**src/rtl/rvdff_skid.sv**
```systemverilog
// Registered valid/ready slice with a two-entry skid buffer: every output,
// including the upstream ready, comes straight from a flop.
module rvdff_skid #(
  parameter int WIDTH = 16
) (
  input  logic             clock,
  input  logic             reset,
  input  logic             io_in_valid,
  output logic             io_in_ready,
  input  logic [WIDTH-1:0] io_in_bits,
  output logic             io_out_valid,
  input  logic             io_out_ready,
  output logic [WIDTH-1:0] io_out_bits,
  input  logic             io_flush,
  output logic [1:0]       io_count
);

  typedef struct packed {
    logic             valid;
    logic [WIDTH-1:0] bits;
  } entry_t;

  entry_t main_q, skid_q;
  logic   in_fire, out_fire;

  // Skid only fills while main is occupied, so a free skid slot means room.
  assign io_in_ready  = ~skid_q.valid;
  assign io_out_valid = main_q.valid;
  assign io_out_bits  = main_q.bits;
  assign io_count     = {1'b0, main_q.valid} + {1'b0, skid_q.valid};

  assign in_fire  = io_in_valid & io_in_ready;
  assign out_fire = io_out_valid & io_out_ready;

  always_ff @(posedge clock or posedge reset) begin
    if (reset) begin
      main_q <= '0;
      skid_q <= '0;
    end else if (io_flush) begin
      // Payload registers are left as-is; only occupancy is discarded.
      main_q.valid <= 1'b0;
      skid_q.valid <= 1'b0;
    end else if (skid_q.valid) begin
      if (out_fire) begin
        main_q.bits  <= skid_q.bits;
        skid_q.valid <= 1'b0;
      end
    end else if (main_q.valid) begin
      if (out_fire) begin
        main_q.valid <= in_fire;
        if (in_fire) main_q.bits <= io_in_bits;
      end else if (in_fire) begin
        skid_q.valid <= 1'b1;
        skid_q.bits  <= io_in_bits;
      end
    end else if (in_fire) begin
      main_q.valid <= 1'b1;
      main_q.bits  <= io_in_bits;
    end
  end

endmodule

```
**config.mk**
```make
export PLATFORM = sky130hd
export DESIGN_NAME = rvdff_skid
export DESIGN_NICKNAME = d
export VERILOG_FILES = /design/src/rtl/rvdff_skid.sv
export SDC_FILE = /design/constraint.sdc
export NUM_CORES = 1
export LEC_CHECK = 0
export ABC_AREA = 1
export BUFFER_PORTS_ARGS = -buffer_cell sky130_fd_sc_hd__buf_2
export CORE_MARGIN = 1
export CORE_UTILIZATION = 50
export CTS_CLUSTER_SIZE = 28
export DETAILED_ROUTE_END_ITERATION = 8
export PLACE_DENSITY = 0.75
export SLEW_MARGIN = 0
export SYNTH_ARGS = -nofsm -noshare
export SYNTH_HDL_FRONTEND = slang
export SYNTH_SLANG_ARGS = --single-unit
```
**constraint.sdc**
```tcl
create_clock -name clock -period 4.1 [get_ports clock]
set_input_delay 0.615 -clock clock [delete_from_list [all_inputs] [get_ports clock]]
set_output_delay 0.615 -clock clock [all_outputs]
set_load 0.03 [all_outputs]
```
* Yosys cells after proc, flatten, opt, wreduce, memory -nomap -nowiden
Cells that the tools add are included.
** Word-level totals
- Bits in registers :: 34
- Input bits :: 21
- Output and inout port bits :: 20
- Logic and storage cells :: 31
** Operators by class
- Add/sub/neg operators :: 1
- Eq/ne operators :: 4
- Multiplexer cells :: 14
- Bitwise logic cells :: 5
- Reductions and logical operators :: 3
** Operator list (count)
- $mux 17 :: 6
- $mux 16 :: 3
- $reduce_and 5->1 :: 2
- $mux 1 :: 5
- $ne 2x1->1 const B :: 2
- $ne 3x3->1 const B :: 1
- $not 1->1 :: 3
- $reduce_bool 3->1 :: 1
- $add 1x1->2 :: 1
- $and 1x1->1 :: 2
- $ne 2x2->1 const B :: 1

* Longest topological paths before layout
- Word-level depth :: 7
- Gate-level depth with buffers :: 9
- Depth with buffers taken out :: 7

* Worst setup path after synthesis
No wires, ideal clock.
- Path type :: reg-to-output
- Start point :: register main_q, in the netlist io_out_valid
- End point :: output port io_count[0]
- Data arrival time :: 1.223 ns
- Required time :: 3.485 ns
- Path slack :: 2.262 ns
- Cell stages (with the launch flop) :: 3
- Buffers on the path :: 0
- Cell sequence :: dfrtp_1 inv_1 ha_1
** Between the ends
- Longest elaborated chain between the ends :: 1
** Ends and longest elaborated chain
- start, declared :: line 23 : entry_t main_q, skid_q;
- $add 1x1->2 :: line 30 : assign io_count = {1'b0, main_q.valid} + {1'b0, skid_q.valid};
- end, declared :: line 15 : output logic [1:0] io_count
No other way between the ends.

* Final worst setup path
- Start point :: register skid_q[16] (netlist name)
- End point :: output port io_count[0]
** Between the ends
- Longest elaborated chain between the ends :: 1
** Ends and longest elaborated chain (line)
- start, declared :: 23
- $add 1x1->2 :: 30
No other way between the ends.

==> run metrics <==
total chip power 940 uW; Routed Antenna Nets 0; # DRC 0; Req. time, crit path approximately 3.5 ns; Longest Clk Path Bufs 2; TritonCTS clock tree yes; Worst-Skew Late Latency 0.34 ns; FILL cells 335; post-CTS sizing 0; Distinct cells, synth 19; Yosys reg bits 34; r2r worst-path depth 4; register area share after synthesis 0.489; grt ovf 0; Max-Cap Viols 0; Port Buffers 40; CP startpoint skid_q[16]$_DFF_PP0_; CP Class register to output pin; Worst EP arrival between 2 and 2.5 ns; DP HPWL 2250 um; critical path depth 3; synthesized area around 1700 um2; leakage power between 1 and 1.5 nW; DRT Pass-1 Iters 4; vias per inst 4.63; via count between 1000 and 1500; diode count 0; standard-cell row count 21; number of global-route vias before repair between 1000 and 1500; max frequency between 0.3 and 0.4 GHz; GRT Total Usage 0.194; Setup crit start kind register; clock skew roughly 0.011 ns; DRT Wirelength 3250 um; Post-Route Utilization 0.601; Mapped Avg Cell Area 7.44 um2; highest routed layer met4; root buffer cell clkbuf_4; Max-slew headroom 0.246; Die Wd just over 60 um; post-route setup TNS 0 ns; minimum clock period ~2.7 ns; Tcrit/Tclk final 0.655; synth top area cells dfrtp_1, nand2_1, nand3_1; CP Max Fanout 38; chain of cells forming the critical path inv_4 > ha_1 > buf_2; biggest area consumer among synthesized cells dfrtp_1; first-pass GRT wire length slightly above 5000 um; Starting Density 0.522; initial antenna violation count 0; share of post-route cells with drive strength above 1 0.217; Syn Inst Count 234; worst slew pin tran roughly 1.1 ns; Hold Crit Class input pin to asynchronous set/reset pin; Die Y 61.0 um; largest net degree at the start of global routing 39; WL/cell between 10 and 15 um; Worst VDD drop roughly 0.19 mV; cell family with most CP delay flip-flops; Critical-path top delay cell dfrtp_1; Detail Route met2 WL roughly 1300 um; Max Slew Vio Count 0; Die ar. 3720 um2; CTS Buf Count 5; met3 WL roughly 150 um; RSZ-0062 raised after global routing false; TritonCTS Sinks 34; CTS clk-pin slew, worst paths approximately 0.1 ns; Clock H-tree levels 2; PwrDens roughly 470 nW/um2; Synth Warn # 0; Initial DRC Count 66; total core area approximately 3300 um2; share of the synthesized area in the top cell type 0.489; final net count between 200 and 300; Post-Syn Nets ~260; Post-CTS Setup Bufs 0; Final Hold Viols 0; WP buf/inv 2; gpl congestion 0.906; area growth from synthesis to layout 15.2%; Setup-failing EPs final 0; hold_buf cts 0; critical path's largest stage delay 1.10 ns; worst r2r src skid_q[16]$_DFF_PP0_; Crit. End Element output pin; status completed; IO Pins about 40; met1 wire length 1700 um
worst min-delay path, delay by kind of cell:
kind     cells  cell delay (ns)
buf+inv      3             0.50
power breakdown:
part / switching, mW / internal (mW)
clock network: 0.114 / 0.0823
logic: 0.187 / 0.0889
registers: 0.0493 / 0.419
total: 0.350 / 0.590
area by class of cell:
class / instances / area, um2 / share of cell area
clock buffers: 6 / 51.3 / 0.0256
clock inverters: 2 / 12.5 / 0.00623
inverters: 22 / 85.1 / 0.0424
multi-input cells: 167 / 742 / 0.370
flip-flops and latches: 34 / 851 / 0.424
well taps: 46 / 57.6 / 0.0287
repair buffers: 41 / 208 / 0.103
state kept, by name, summed over array words and instances, names as in the netlist:
register      count
io_out_bits      16
io_out_valid      1
skid_q           17
worst paths after layout:
kind / end / slack (ns)
max: io_count[0] / 1.42
min: io_out_bits[1]$_DFFE_PP0P_ / 0.34
max reg2reg: skid_q[3]$_DFFE_PP0P_ / 1.81
min reg2reg: io_out_bits[3]$_DFFE_PP0P_ / 0.48
max in group asynchronous: skid_q[2]$_DFFE_PP0P_ / 3.46
min in group clock: skid_q[16]$_DFF_PP0_ / 0.47
metal layers:
| metal | up-vias | global-route usage |
|---|---|---|
| met1 | 634 | 0.283 |
| met2 | 39 | 0.259 |
| met4 | 0 | 0.0877 |
| met5 | - | 0 |
| li1 | 793 | - |
| met3 | 5 | 0.0630 |
kinds of logic (layout without fill, tap and decap cells):
| kind of cell | count (synthesis) | count (layout) | share of synthesized area |
|---|---|---|---|
| buffers and inverters | 33 | 71 | 0.0855 |
| AND/OR/NAND/NOR | 144 | 144 | 0.343 |
| flip-flops | 34 | 34 | 0.489 |
| AO/OA/AOI/OAI | 20 | 20 | 0.0611 |
| adder cells (fa/ha/maj) | 3 | 3 | 0.0216 |
cell usage in the layout, fill, tap and decap left out, drive strengths merged:
cell type,Yosys,layout
nand3,19,19
o21ai,17,17
nand4,1,1
clkinv,0,1
dfrtp,34,34
buf,8,41
ha,3,3
clkbuf,3,6
nand2,103,103
clkinvlp,0,1
inv,22,22
nor2,21,21
a21oi,2,2
a211oi,1,1
stage by stage:
stage | instances | hold WS, ns | worst slack (ns) | instance area (um2)
floorplan | 234 | 0.453 | 2.26 | 1740
global placement | 310 | 0.459 | 1.86 | 1940
detailed placement | 310 | 0.462 | 1.80 | 1940
CTS | 318 | 0.341 | 1.41 | 2010
global route | 318 | 0.373 | 1.28 | 2010
finish | 318 | 0.339 | 1.42 | 2010
Yosys cell counts:
cell type,n
a21oi_2,1
dfrtp_1,34
nand2_2,3
a21oi_1,1
inv_2,1
nand3_2,2
nand3_1,17
nand2_1,100
o21ai_0,17
nor2_1,20
inv_1,20
nor2_4,1
buf_2,6
clkbuf_1,3
a211oi_1,1
ha_1,3
buf_6,2
nand4_2,1
inv_4,1
Power figures use the tool's default switching activity.
